### src/rtl/ccff_chain_loader.sv
// Writer end of a ccff configuration chain: takes bitstream words on a valid/ready
// stream and shifts them LSB-first onto ccff_head. Define CCFF_READBACK_EN for the CRC verify pass.
module ccff_chain_loader #(
    parameter int WORD_W    = 32,
    parameter int CHAIN_LEN = 40,
    parameter int CNT_W     = 16
) (
    input  logic              prog_clk,
    input  logic              pReset,
    input  logic              start,
    input  logic [WORD_W-1:0] word_data,
    input  logic              word_valid,
    output logic              word_ready,
    output logic              ccff_head,
    output logic              config_enable,
    input  logic              ccff_tail,
    output logic              busy,
    output logic              done,
    output logic              error
);

    localparam int NWORDS    = (CHAIN_LEN + WORD_W - 1) / WORD_W;
    localparam int LAST_BITS = ((CHAIN_LEN % WORD_W) == 0) ? WORD_W : (CHAIN_LEN % WORD_W);
    localparam int HC_W      = $clog2(WORD_W + 1);

    localparam logic [CNT_W-1:0] CHAIN_LEN_C = CNT_W'(CHAIN_LEN);
    localparam logic [CNT_W-1:0] NWORDS_C    = CNT_W'(NWORDS);
    localparam logic [CNT_W-1:0] LAST_IDX_C  = CNT_W'(NWORDS - 1);
    localparam logic [CNT_W-1:0] CNT_ZERO    = {CNT_W{1'b0}};
    localparam logic [CNT_W-1:0] CNT_ONE     = {{(CNT_W-1){1'b0}}, 1'b1};
    localparam logic [HC_W-1:0]  HC_ZERO     = {HC_W{1'b0}};
    localparam logic [HC_W-1:0]  HC_ONE      = {{(HC_W-1){1'b0}}, 1'b1};
    localparam logic [HC_W-1:0]  FULL_BITS_C = HC_W'(WORD_W);
    localparam logic [HC_W-1:0]  LAST_BITS_C = HC_W'(LAST_BITS);

`ifdef CCFF_READBACK_EN
    typedef enum logic [1:0] {
        S_IDLE   = 2'd0,
        S_LOAD   = 2'd1,
        S_VERIFY = 2'd2,
        S_FIN    = 2'd3
    } state_t;

    // Bit-serial CRC-16-CCITT step (polynomial 0x1021, MSB-first register).
    function automatic logic [15:0] crc16_bit(input logic [15:0] crc, input logic bit_in);
        logic fb;
        fb = crc[15] ^ bit_in;
        crc16_bit = {crc[14:0], 1'b0} ^ (fb ? 16'h1021 : 16'h0000);
    endfunction
`else
    typedef enum logic [1:0] {
        S_IDLE = 2'd0,
        S_LOAD = 2'd1,
        S_FIN  = 2'd3
    } state_t;
`endif

    state_t            state_r;
    state_t            next_state_s;
    logic [WORD_W-1:0] hold_r;
    logic [HC_W-1:0]   hold_cnt_r;
    logic [CNT_W-1:0]  words_taken_r;
    logic [CNT_W-1:0]  bit_cnt_r;
    logic              ccff_head_r;
    logic              config_enable_r;
    logic              busy_r;
    logic              done_r;
    logic              word_ready_s;
    logic              accept_s;
    logic              shift_s;
    logic              ver_shift_s;
    logic              start_load_s;

`ifdef CCFF_READBACK_EN
    logic [15:0]       crc_load_r;
    logic [15:0]       crc_ver_r;
    logic [CNT_W-1:0]  vcnt_r;
    logic              error_r;
`else
    logic              unused_tail_s;
    assign unused_tail_s = ccff_tail;
`endif

    // Next-state and handshake decode; word_ready depends on registers only.
    always_comb begin
        next_state_s = state_r;
        word_ready_s = (state_r == S_LOAD) && (words_taken_r < NWORDS_C) && (hold_cnt_r <= HC_ONE);
        accept_s     = word_ready_s && word_valid;
        shift_s      = (state_r == S_LOAD) && (hold_cnt_r != HC_ZERO);
        start_load_s = (state_r == S_IDLE) && start;
        ver_shift_s  = 1'b0;
`ifdef CCFF_READBACK_EN
        // Alternate decisions so the tail we sample always reflects the previous shift.
        ver_shift_s  = (state_r == S_VERIFY) && !config_enable_r && (vcnt_r != CHAIN_LEN_C);
`endif
        case (state_r)
            S_IDLE: begin
                if (start) begin
                    next_state_s = S_LOAD;
                end else begin
                    next_state_s = S_IDLE;
                end
            end
            S_LOAD: begin
                if (bit_cnt_r == CHAIN_LEN_C) begin
`ifdef CCFF_READBACK_EN
                    next_state_s = S_VERIFY;
`else
                    next_state_s = S_FIN;
`endif
                end else begin
                    next_state_s = S_LOAD;
                end
            end
`ifdef CCFF_READBACK_EN
            S_VERIFY: begin
                if ((vcnt_r == CHAIN_LEN_C) && !config_enable_r) begin
                    next_state_s = S_FIN;
                end else begin
                    next_state_s = S_VERIFY;
                end
            end
`endif
            S_FIN: begin
                next_state_s = S_IDLE;
            end
            default: begin
                next_state_s = S_IDLE;
            end
        endcase
    end

    // FSM state register.
    always_ff @(posedge prog_clk) begin
        if (pReset) begin
            state_r <= S_IDLE;
        end else begin
            state_r <= next_state_s;
        end
    end

    // Holding register, word and bit counters.
    always_ff @(posedge prog_clk) begin
        if (pReset || start_load_s) begin
            hold_r        <= {WORD_W{1'b0}};
            hold_cnt_r    <= HC_ZERO;
            words_taken_r <= CNT_ZERO;
            bit_cnt_r     <= CNT_ZERO;
        end else begin
            if (accept_s) begin
                hold_r        <= word_data;
                hold_cnt_r    <= (words_taken_r == LAST_IDX_C) ? LAST_BITS_C : FULL_BITS_C;
                words_taken_r <= words_taken_r + CNT_ONE;
            end else if (shift_s) begin
                hold_r        <= {1'b0, hold_r[WORD_W-1:1]};
                hold_cnt_r    <= hold_cnt_r - HC_ONE;
            end
            if (shift_s) begin
                bit_cnt_r <= bit_cnt_r + CNT_ONE;
            end
        end
    end

    // Registered chain interface and status outputs.
    always_ff @(posedge prog_clk) begin
        if (pReset) begin
            ccff_head_r     <= 1'b0;
            config_enable_r <= 1'b0;
            busy_r          <= 1'b0;
            done_r          <= 1'b0;
        end else begin
            config_enable_r <= shift_s || ver_shift_s;
            if (shift_s) begin
                ccff_head_r <= hold_r[0];
            end else if (ver_shift_s) begin
                ccff_head_r <= ccff_tail;
            end
            busy_r <= (next_state_s != S_IDLE);
            done_r <= (next_state_s == S_FIN);
        end
    end

`ifdef CCFF_READBACK_EN
    // CRCs over driven and returned bits; mismatch latched on entry to FIN.
    always_ff @(posedge prog_clk) begin
        if (pReset || start_load_s) begin
            crc_load_r <= 16'hFFFF;
            crc_ver_r  <= 16'hFFFF;
            vcnt_r     <= CNT_ZERO;
            error_r    <= 1'b0;
        end else begin
            if (shift_s) begin
                crc_load_r <= crc16_bit(crc_load_r, hold_r[0]);
            end
            if (ver_shift_s) begin
                crc_ver_r <= crc16_bit(crc_ver_r, ccff_tail);
                vcnt_r    <= vcnt_r + CNT_ONE;
            end
            if ((state_r == S_VERIFY) && (next_state_s == S_FIN) && (crc_load_r != crc_ver_r)) begin
                error_r <= 1'b1;
            end
        end
    end

    assign error = error_r;
`else
    assign error = 1'b0;
`endif

    assign word_ready    = word_ready_s;
    assign ccff_head     = ccff_head_r;
    assign config_enable = config_enable_r;
    assign busy          = busy_r;
    assign done          = done_r;

endmodule

### config.mk
export PLATFORM = sky130hd
export DESIGN_NAME = ccff_chain_loader
export DESIGN_NICKNAME = d
export VERILOG_FILES = /design/src/rtl/ccff_chain_loader.sv
export SDC_FILE = /design/constraint.sdc
export NUM_CORES = 1
export LEC_CHECK = 0
export ABC_AREA = 0
export BUFFER_PORTS_ARGS = -buffer_cell sky130_fd_sc_hd__buf_2
export CORE_MARGIN = 3
export CORE_UTILIZATION = 60
export DETAILED_ROUTE_END_ITERATION = 16
export PLACE_DENSITY_LB_ADDON = 0.05
export SYNTH_ARGS = -nofsm -noshare
export SYNTH_HDL_FRONTEND = slang
export SYNTH_SLANG_ARGS = --single-unit
### constraint.sdc
create_clock -name prog_clk -period 3.1 [get_ports prog_clk]
set_input_delay 0.62 -clock prog_clk [delete_from_list [all_inputs] [get_ports prog_clk]]
set_output_delay 0.62 -clock prog_clk [all_outputs]
set_load 0.05 [all_outputs]
After elaboration in Yosys (flattened, before gate mapping)
Index checks and enable logic that the tools add are counted.
Widths: inputs -> output; s select.
Cells by class
  reduce and logical (&&, ||, !) cells: 10
  add/subtract/negate cells: 3
  muxes and demuxes: 8
  order comparisons: 2
  equal/unequal tests: 4
Operators with widths (number)
  $mux 32: 2
  $add 16x1->16 const B: 2
  $mux 6: 3
  $eq 16x1->1 const B: 1
  $eq 16x6->1 const B: 1
  $lt 16x2->1 const B: 1
  $le 6x1->1 const B: 1
  $reduce_bool 6->1: 1
  $sub 6x1->6 const B: 1
  $logic_and 1x1->1: 5
  $pmux 2 s2: 1
  $reduce_bool 2->1: 2
  $eq 2x1->1 const B: 1
  $eq 2x2->1 const B: 1
  $logic_not 2->1: 1
  $mux 2: 1
  $logic_or 1x1->1: 1
  $mux 1: 1
Storage, ports and cells
  input port bits: 37
  register bits after elaboration: 76
  logic and storage cells: 36

Logic depth before layout (Yosys ltp)
Gate-level depths: netlist of run 1.
  word-level depth: 5
  mapped depth: 8
  mapped depth without buffers: 6

Worst setup path after synthesis of run 1
Ideal clock, no wire load.
  kind: register to output
  start: reg hold_cnt_r[5]
  end: out word_ready
  required time: 2480 ps
  stages on the path, launching flop included: 5
  path slack: 851 ps
  data arrival time: 1629 ps
  cell sequence: dfxtp_1 -> nor4_1 -> and4_1 -> clkbuf_1 -> and2_1
Between the ends
  cells in the longest elaborated chain, start to end: 2
RTL lines
  from (decl): line 61  | logic [HC_W-1:0] hold_cnt_r;
  from (signal assigned): line 152  | hold_cnt_r <= (words_taken_r == LAST_IDX_C) ? LAST_BITS_C : FULL_BITS_C;
  from (signal assigned): line 156  | hold_cnt_r <= hold_cnt_r - HC_ONE;
  $le 6x1->1: line 87  | word_ready_s = (state_r == S_LOAD) && (words_taken_r < NWORDS_C) && (hold_cnt_r <= HC_ONE);
  $logic_and 1x1->1: line 87
  to (decl): line 13  | output logic word_ready,
No other way between the ends.

Worst setup path in the final report of run 1
  start: reg words_taken_r[4]
  end: out word_ready
Between the ends
  cells in the longest elaborated chain, start to end: 3
RTL lines
  from (decl): line 62  | logic [CNT_W-1:0] words_taken_r;
  from (signal assigned): line 153  | words_taken_r <= words_taken_r + CNT_ONE;
  $lt 16x2->1: line 87
  $logic_and 1x1->1 (2 in a row): line 87
No other way between the ends.

==> results.json, run 1 <==
{
  "status": "completed",
  "syn_avg_cell_area_um2": 9.05,
  "drt-total-wl_um": 7300,
  "min_path_type": "reg2reg",
  "grt_pass1_vias": 2844,
  "initial_core_util_pct": 63.9,
  "netlist_area_um2": 3600,
  "overflow": 0,
  "switching_share_pct": 27.6,
  "grt_usage_pct": 21.5,
  "reg2reg_depth": 5,
  "hold_viol_final": 0,
  "yosys_warnings": 0,
  "skew_ps": 8.29,
  "fillCellCount": 483,
  "synth.distinct_cells": 44,
  "tritoncts": "done",
  "tns_ps": 0,
  "core_um2": 5640,
  "diodes": 0,
  "peakVddDrop_mv": 0.322,
  "grt_pass1_wl_um": 12600,
  "cp_cell_sequence": "or4_1, nor3_1, and2_1, buf_2",
  "dieArea_um2": 6970,
  "num_rows": 27,
  "clkSinkCount": 75,
  "die_y_um": 83.5,
  "worst-path-buf-inv": 1,
  "place_inst": 483,
  "timing.fmax_ghz": 0.385,
  "cp_slowest_stage_delay_ps": 550,
  "drt-pass1-iter-count": 4,
  "num_vias": 3026,
  "ctsResizeCount": 0,
  "synthCells": 398,
  "required_ps": 2480,
  "drtIter0Drc": 111,
  "p_comb_share_pct": 12.8,
  "drive_gt1_share_pct": 16.9,
  "instances_no_fill": 499,
  "cp.arrival_ps": 1980,
  "seq_area_frac_synth_pct": 41.7,
  "regArea_um2": 1500,
  "wl_per_cell_um": 14.6,
  "p_leak_nw": 1.41,
  "fin_nets": 465,
  "worst_skew_pair.late_latency_ps": 350,
  "synth_edf_count": 0,
  "slew_headroom_pct": 51.8,
  "multi_input_area_um2": 1960,
  "end_kind": "primary output",
  "path_depth": 4,
  "hold_path_depth": 2,
  "fin_crit_ps": 2600,
  "whs_ps": 468,
  "antenna_found_initial": 0,
  "pin_count": 43,
  "cts.reportedPaths.clkPinSlew_ps": 80,
  "ys_ff_latch": 75,
  "synth.net_count": 441,
  "grt_max_degree": 37,
  "port_buffers": 40,
  "cts-root-buf": "clkbuf_8",
  "cp_slowest_cell": "or4_1",
  "cts_setup_buffers": 0,
  "pwr-share-clk_pct": 37.5,
  "cp_max_fo": 4,
  "cts_hold_buf": 0,
  "finalWeightedCongestion": 0.754,
  "cts_buffers": 9,
  "ys_async_sr_fraction_pct": 0,
  "antenna_left": 0,
  "critical-path-top-delay-family": "simple AND/OR/NAND/NOR gates",
  "intPower_w": 0.00147,
  "cp-start-kind": "flip-flop",
  "die_x_um": 83.5,
  "finalCritPeriodShare_pct": 83.8,
  "htreeDepth": 3,
  "area_growth_pct": 11.8,
  "rsz0062_at_grt": "no",
  "ys.flop_type": "dfxtp_1",
  "worst_pin_slew_ps": 722,
  "dp_hpwl_um": 4810,
  "vias_per_cell": 6.06,
  "setup_viol": 0,
  "critical_path_class": "reg2out",
  "p_switching_w": 0.000560,
  "maxSlewViolCount": 0,
  "drc": 0,
  "clk_path_buf_depth": 2,
  "seqPwrFrac_pct": 49.8,
  "maxCapViolations": 0,
  "power.density_nw_per_um2": 504
}
## synthesized netlist by cell type, types with 7 or more instances
library cell   n  share of area [%]
dfxtp_1       75                 42
nor2_1        12                1.2
or4_1          7                1.5
a21oi_1       46                6.4
or3_1          9                1.6
nor3_1        11                1.5
nand3_1       10                1.4
and2_1        14                2.4
mux2i_1       33                9.2
o21ai_0        7               0.97
o31ai_1       35                7.3
nand3b_1      32                6.7
clkbuf_1      27                2.8
nand2_1       11                1.1
nor4_1         7                1.2
## worst paths after layout
kind               startpoint    endpoint  slack, ps
max          words_taken_r[4]  word_ready        500
min                 hold_r[0]   ccff_head        470
max reg2reg  words_taken_r[3]  hold_r[31]        960
min reg2reg         hold_r[0]   ccff_head        470
## per-stage QoR
stage / power [W] / setup slack (ps) / cell area (µm²) / util [%]
finish: 0.00203 / 503 / 4030 / 71.4
global route: 0.00211 / 386 / 4030 / 71.4
CTS: 0.00205 / 472 / 4030 / 71.4
detailed placement: 0.00129 / 828 / 3830 / 67.9
global placement: 0.00129 / 877 / 3830 / 67.9
floorplan: 0.00123 / 851 / 3600 / -
## metal layers
metal / GRT usage [%] / part of all wire (%)
met4: 8.33 / 1.6
met3: 3.36 / 4.0
met5: 0 / 0
met1: 26.7 / 46
met2: 37.2 / 48
## cell type report
cell class / count / area share (%)
clock buffers: 9 / 3.07
clock inverters: 7 / 1.89
well taps: 72 / 2.24
inverters: 6 / 0.559
multi-input cells: 283 / 48.7
repair buffers: 47 / 6.27
flip-flops and latches: 75 / 37.3
## power groups by stage
| stage | sequential (W) | combinational (W) | clock, W |
|---|---|---|---|
| finish | 0.00101 | 0.000259 | 0.000762 |
| global route | 0.00102 | 0.000287 | 0.000812 |
| CTS | 0.00101 | 0.000260 | 0.000774 |
| detailed placement | 0.00103 | 0.000259 | 0 |
| global placement | 0.00103 | 0.000253 | 0 |
| floorplan | 0.00103 | 0.000193 | 0 |
## flip-flops by register name (all words and copies together), names as in the netlist
signal and flops:
bit_cnt_r 16, busy 1, ccff_head 1, config_enable 1
hold_cnt_r 6, hold_r 32, state_r 2, words_taken_r 16
## layout by cell type, fill, tap and decap left out, types with 2 or more instances in the layout
cell type   synthesis  layout
clkbuf_8            0       9
o21ai_1             2       2
and3_1              5       5
and2_1             14      14
xor2_1              2       2
a21oi_1            46      45
ha_1                6       6
nor3b_1             2       2
nor4_1              7       6
nand3_1            10      10
and4_1              4       4
a211oi_1            2       2
nand2_1            11      11
dfxtp_1            75      75
xnor2_1             4       4
buf_2               4      40
o211ai_1            3       3
nor3_1             11      11
mux2i_1            33      33
or2_2               2       2
nor4b_1             3       3
clkinvlp_4          0       2
nor2_1             12      11
or3_1               9       9
buf_4               1       7
inv_6               0       2
nand3b_1           32      32
or4_1               7       7
inv_1               6       6
o31ai_1            35      35
o21ai_0             7       7
## cells by family (layout without fill, tap and decap cells)
| family | after synthesis | count (layout) | share of synthesized area (%) |
|---|---|---|---|
| xor+xnor | 6 | 6 | 1.46 |
| other cells | 1 | 1 | 0.104 |
| simple gates | 136 | 136 | 23.6 |
| buf+inv | 40 | 69 | 4.41 |
| mux | 33 | 33 | 9.17 |
| fa+ha+maj | 6 | 6 | 2.08 |
| compound gates | 101 | 101 | 17.5 |
| flops | 75 | 75 | 41.7 |
## worst register-to-register path, delay by kind of cell (launching register included)
family,cells,cell delay [ps]
flops,1,330
compound gates,1,210
buf+inv,1,250
simple gates,3,1240
No activity file was read; power rests on OpenSTA's default activity.
==> run 2: changes to the inputs <==
--- a/config.mk
+++ b/config.mk
@@ -8,7 +8,7 @@
 export ABC_AREA = 0
 export BUFFER_PORTS_ARGS = -buffer_cell sky130_fd_sc_hd__buf_2
 export CORE_MARGIN = 3
-export CORE_UTILIZATION = 60
+export CORE_UTILIZATION = 52
 export DETAILED_ROUTE_END_ITERATION = 16
 export PLACE_DENSITY_LB_ADDON = 0.05
 export SYNTH_ARGS = -nofsm -noshare
==> constraint.sdc (replaced) <==
create_clock -name prog_clk -period 2.15 [get_ports prog_clk]
set_input_delay 0.43 -clock prog_clk [delete_from_list [all_inputs] [get_ports prog_clk]]
set_output_delay 0.43 -clock prog_clk [all_outputs]
set_load 0.05 [all_outputs]
==> run 2 against run 1 <==
Net effect:
- clock power up 71%
- combinational power increased by 61%
- via count fell by 1.9%
- global-route usage fell by 1.5 points
- core utilization fell by 6.4 points
- sequential share of layout area down 1.9 points
==> results.json, run 2 (same netlist as run 1, synthesis figures left out) <==
{
  "status": "completed",
  "grt_pass1_wl_um": 12600,
  "tritoncts": "done",
  "grt_pass1_vias": 2782,
  "fin_nets": 480,
  "largest_reg_flops": 32,
  "drtIter0Drc": 115,
  "initial_core_util_pct": 55.2,
  "port_buffers": 40,
  "maxCapViolations": 0,
  "top_regs": "hold_r (32), bit_cnt_r (16), words_taken_r (16)",
  "drc": 0,
  "critical-path-top-delay-family": "simple AND/OR/NAND/NOR gates",
  "antenna_left": 0,
  "area_growth_pct": 17.9,
  "setup_viol": 0,
  "final_core_util_pct": 65.0,
  "peakVddDrop_mv": 0.366,
  "grt_usage_pct": 19.9,
  "cp_cell_sequence": "or4_4, nor3_4, and2_4, buf_6",
  "clkSinkCount": 75,
  "hold_viol_final": 0,
  "htreeDepth": 3,
  "cp_max_fo": 3,
  "num_rows": 29,
  "die_x_um": 89.2,
  "num_vias": 2970,
  "grt_max_degree": 32,
  "pin_count": 43,
  "final_cell_mix": "75 x dfxtp_1, 45 x a21oi_1, 39 x buf_2",
  "overflow": 0,
  "antenna_found_initial": 0,
  "dieArea_um2": 7960,
  "cts_buffers": 9,
  "dp_hpwl_um": 5130,
  "worst-path-buf-inv": 1,
  "power.density_nw_per_um2": 748,
  "wl_per_cell_um": 14.5,
  "finalCritPeriodShare_pct": 99.5,
  "cp-start-kind": "flip-flop",
  "cp_slowest_stage_delay_ps": 560,
  "clk_path_buf_depth": 2,
  "cts_hold_buf": 0,
  "rsz0062_at_grt": "yes",
  "cts-root-buf": "clkbuf_8",
  "final_common_cell": "dfxtp_1",
  "core_um2": 6530,
  "min_path_type": "in2reg",
  "cp_slowest_cell": "or4_4",
  "cp.arrival_ps": 1710,
  "cts.reportedPaths.clkPinSlew_ps": 80,
  "slew_headroom_pct": 60.0,
  "required_ps": 1720,
  "dp_slack_ps": 116,
  "p_leak_nw": 1.51,
  "worst_pin_slew_ps": 599,
  "drive_gt1_share_pct": 20.6,
  "largest-register": "hold_r",
  "fin_crit_ps": 2140,
  "end_kind": "primary output",
  "drt-pass1-iter-count": 4,
  "diodes": 0,
  "finalWeightedCongestion": 0.810,
  "die_y_um": 89.2,
  "timing.fmax_ghz": 0.467,
  "worst_skew_pair.late_latency_ps": 350,
  "maxSlewViolCount": 0,
  "drt-total-wl_um": 7520,
  "critical_path_class": "reg2out",
  "fin_ws_ps": 9.83,
  "vias_per_cell": 5.72,
  "skew_ps": 8.97,
  "tns_ps": 0
}
[run 2: changes by cell type in the layout (fill, tap and decap cells not counted), moves of 2 or more]
cell,change
buf_4,+13
inv_6,-2
bufinv_16,+2
buf_12,+2
[run 2: where the power goes]
part	total (W)	internal, W	switching, W
registers	0.00146	0.00143	0.0000268
logic	0.000418	0.000180	0.000237
clock network	0.00130	0.000773	0.000529
[run 2: area by class of cell]
cell class / instances / area, µm²
clock buffer: 10 / 128
sequential: 75 / 1500
timing repair buffer: 62 / 397
clock inverter: 6 / 114
fill: 568 / 2280
multi-input combinational: 283 / 1990
tap: 77 / 96.3
inverter: 6 / 22.5
[run 2: path summary, 6_finish.rpt]
path / slack (ps) / endpoint / depth (start not counted) / start
worst min register to register: 470 / ccff_head / 2 / hold_r[0]
worst max register to register: 170 / hold_r[1] / 5 / words_taken_r[3]
worst max-delay path: 10 / word_ready / 4 / words_taken_r[4]
worst min-delay path: 350 / hold_r[31] / 2 / word_data[31]
[run 2: worst register-to-register path, delay by kind of cell, from the launching register on]
kind / cells / cell delay, ps
AOI/OAI and AO/OA: 2 / 380
buffers and inverters: 1 / 260
and+or+nand+nor: 2 / 880
DFF: 1 / 330
[run 2: metrics by stage]
stage | hold slack [ps] | power [W] | instance area [µm²] | cells
finish | 345 | 0.00318 | 4250 | 519
global route | 340 | 0.00331 | 4250 | 519
CTS | 340 | 0.00318 | 4190 | 513
detailed placement | 465 | 0.00189 | 3930 | 497
global placement | 453 | 0.00188 | 3930 | 497
floorplan | 425 | 0.00177 | 3600 | 398
[run 2: layer usage]
layer,routed length [µm],vias to the layer above,global-route usage [%]
met5,0,-,0
met4,149,0,8.80
met3,249,11,3.41
met2,3340,51,31.7
met1,3780,1353,26.5
li1,-,1555,-
[run 2: what timing repair did]
item                                    4_1_cts  5_1_grt
gates resized for setup                       5        3
setup buffers                                 0        6
pin swaps                                     1        2
hold endpoints to repair                      0        0
endpoints found under the setup margin        1       23
==> run 3: changes to the inputs <==
--- a/config.mk
+++ b/config.mk
@@ -7,10 +7,12 @@
 export LEC_CHECK = 0
 export ABC_AREA = 0
 export BUFFER_PORTS_ARGS = -buffer_cell sky130_fd_sc_hd__buf_2
+export CORE_ASPECT_RATIO = 0.9
 export CORE_MARGIN = 3
 export CORE_UTILIZATION = 52
 export DETAILED_ROUTE_END_ITERATION = 16
 export PLACE_DENSITY_LB_ADDON = 0.05
+export SLEW_MARGIN = 40
 export SYNTH_ARGS = -nofsm -noshare
 export SYNTH_HDL_FRONTEND = slang
 export SYNTH_SLANG_ARGS = --single-unit
==> run 3 against run 2 <==
Net effect:
- highest routed layer unchanged
- worst setup slack better by 16 ps
- core utilization fell by 1.8 points
- register-to-register slack barely moved
- die area is essentially flat
- clock-buffer cell count is the same
- sequential power hardly changed
- final cell count grew 2.3%
==> results.json, run 3 (same netlist as run 1, synthesis figures left out) <==
{
  "hold_path_depth": 2,
  "dieArea_um2": 7970,
  "grt_pass1_vias": 2934,
  "cts-root-buf": "clkbuf_8",
  "largest-register": "hold_r",
  "timing.fmax_ghz": 0.471,
  "final_common_cell": "dfxtp_1",
  "worst_pin_slew_ps": 714,
  "placed_cell_area_um2": 3990,
  "initial_core_util_pct": 54.1,
  "skew_ps": 6.26,
  "required_ps": 1720,
  "tritoncts": "done",
  "status": "completed",
  "min_to": "ccff_head",
  "seqPwrFrac_pct": 51.0,
  "cp-start-kind": "flip-flop",
  "hold_start": "pReset",
  "cts_buffers": 9,
  "finalCritPeriodShare_pct": 98.8,
  "core_um2": 6660,
  "fillCellCount": 597,
  "regToRegSetupSlack_ps": 170,
  "hold_viol_final": 0,
  "rsz0062_at_grt": "yes",
  "antenna_found_initial": 0,
  "drive_gt1_share_pct": 20.9,
  "p_leak_nw": 1.49,
  "num_vias": 3051,
  "cp_max_fo": 3,
  "cts.reportedPaths.clkPinSlew_ps": 80,
  "critical_path_class": "reg2out",
  "cp_slowest_stage_delay_ps": 550,
  "clkSinkCount": 75,
  "cts_hold_buf": 0,
  "diodes": 0,
  "regArea_um2": 1500,
  "wl_per_cell_um": 14.9,
  "setup_viol": 0,
  "grt_pass1_wl_um": 13600,
  "worst-path-buf-inv": 1,
  "p_switching_w": 0.000796,
  "grt_max_degree": 37,
  "top_regs": "hold_r (32), bit_cnt_r (16), words_taken_r (16)",
  "cp.arrival_ps": 1690,
  "critical-path-top-delay-family": "simple AND/OR/NAND/NOR gates",
  "maxSlewViolCount": 0,
  "design_area_um2": 4210,
  "worst_skew_pair.late_latency_ps": 330,
  "final_cell_mix": "74 x dfxtp_1, 45 x a21oi_1, 39 x buf_2",
  "p_comb_share_pct": 15.0,
  "clk_path_buf_depth": 2,
  "switching_share_pct": 27.8,
  "rr_endpoint": "hold_cnt_r[1]",
  "drc": 0,
  "p_total_w": 0.00286,
  "cp_cell_sequence": "or4_4, nor3_4, and2_4, buf_8",
  "antenna_left": 0,
  "fin_crit_ps": 2120,
  "die_x_um": 93.7,
  "dp_hpwl_um": 5520,
  "port_buffers": 40,
  "grt_usage_pct": 20.9,
  "htreeDepth": 3,
  "pwr-share-clk_pct": 34.0,
  "drt-total-wl_um": 7940,
  "slew_headroom_pct": 52.3,
  "intPower_w": 0.00206,
  "cp_slowest_cell": "or4_4",
  "area_growth_pct": 16.8,
  "fin_nets": 479,
  "overflow": 0,
  "maxCapViolations": 0,
  "reg2reg_from": "hold_cnt_r[0]",
  "drt-pass1-iter-count": 4,
  "num_rows": 28,
  "reg2reg_depth": 8,
  "power.density_nw_per_um2": 679,
  "peakVddDrop_mv": 0.634,
  "vias_per_cell": 5.75,
  "die_y_um": 85.0,
  "drtIter0Drc": 137,
  "multi_input_area_um2": 1990,
  "min_path_type": "in2reg",
  "end_kind": "primary output",
  "pin_count": 43,
  "whs_ps": 345,
  "finalWeightedCongestion": 0.823,
  "largest_reg_flops": 32
}
-- run 3: worst reg2reg max path: cells and delay by family, from the launching register on --
family                     cells  cell delay [ps]
buffers and inverters          3              330
and+or+nand+nor                3              500
adders and majority gates      1              250
DFF                            1              410
AOI/OAI and AO/OA              1              360
-- run 3: cell type report --
cell class / count / area share [%]
inverters: 6 / 0.535
flip-flops and latches: 75 / 35.7
repair buffers: 61 / 9.63
clock buffers: 10 / 3.27
multi-input cells: 283 / 47.2
clock inverters: 6 / 0.981
well taps: 90 / 2.67
-- run 3: layer usage --
metal | track usage, % | share of wire, % | up-vias
li1 | - | - | 1565
met1 | 28.6 | 48 | 1434
met2 | 33.8 | 48 | 45
met3 | 4.34 | 3.7 | 7
met4 | 5.12 | 0.77 | 0
met5 | 0 | 0 | -
-- run 3: power by group through the flow --
| stage | sequential, W | clock (W) | combinational [W] |
|---|---|---|---|
| 2_1_floorplan | 0.00149 | 0 | 0.000279 |
| 3_3_place_gp | 0.00149 | 0 | 0.000406 |
| 3_5_place_dp | 0.00149 | 0 | 0.000411 |
| 4_1_cts | 0.00146 | 0.000997 | 0.000420 |
| 5_1_grt | 0.00147 | 0.00105 | 0.000473 |
| 6_report | 0.00146 | 0.000972 | 0.000428 |
-- run 3: how the worst max path moves through the flow --
stage                                 from         end  slack, ps  depth (start not counted)
after global routing      words_taken_r[4]  word_ready        -50                          4
after global placement    words_taken_r[4]  word_ready        190                          4
after CTS                 words_taken_r[4]  word_ready         30                          4
after detailed placement  words_taken_r[4]  word_ready        190                          4
after floorplan              hold_cnt_r[5]  word_ready         90                          4
final                     words_taken_r[4]  word_ready         30                          4
-- run 3: through the flow --
| step | cells | setup TNS (ps) | setup WS, ps | utilization, % |
|---|---|---|---|---|
| global route | 531 | -46.8 | -46.8 | 63.3 |
| detailed placement | 514 | 0 | 194 | 59.9 |
| floorplan | 398 | 0 | 91.0 | - |
| finish | 531 | 0 | 25.8 | 63.3 |
| CTS | 531 | 0 | 26.7 | 62.9 |
| global placement | 514 | 0 | 193 | 59.9 |
-- run 3: repair_timing --
action,in CTS,in global routing
pin swaps,1,0
setup buffers,1,0
resized for setup,4,6
setup endpoints to repair,1,2
cloned,0,0
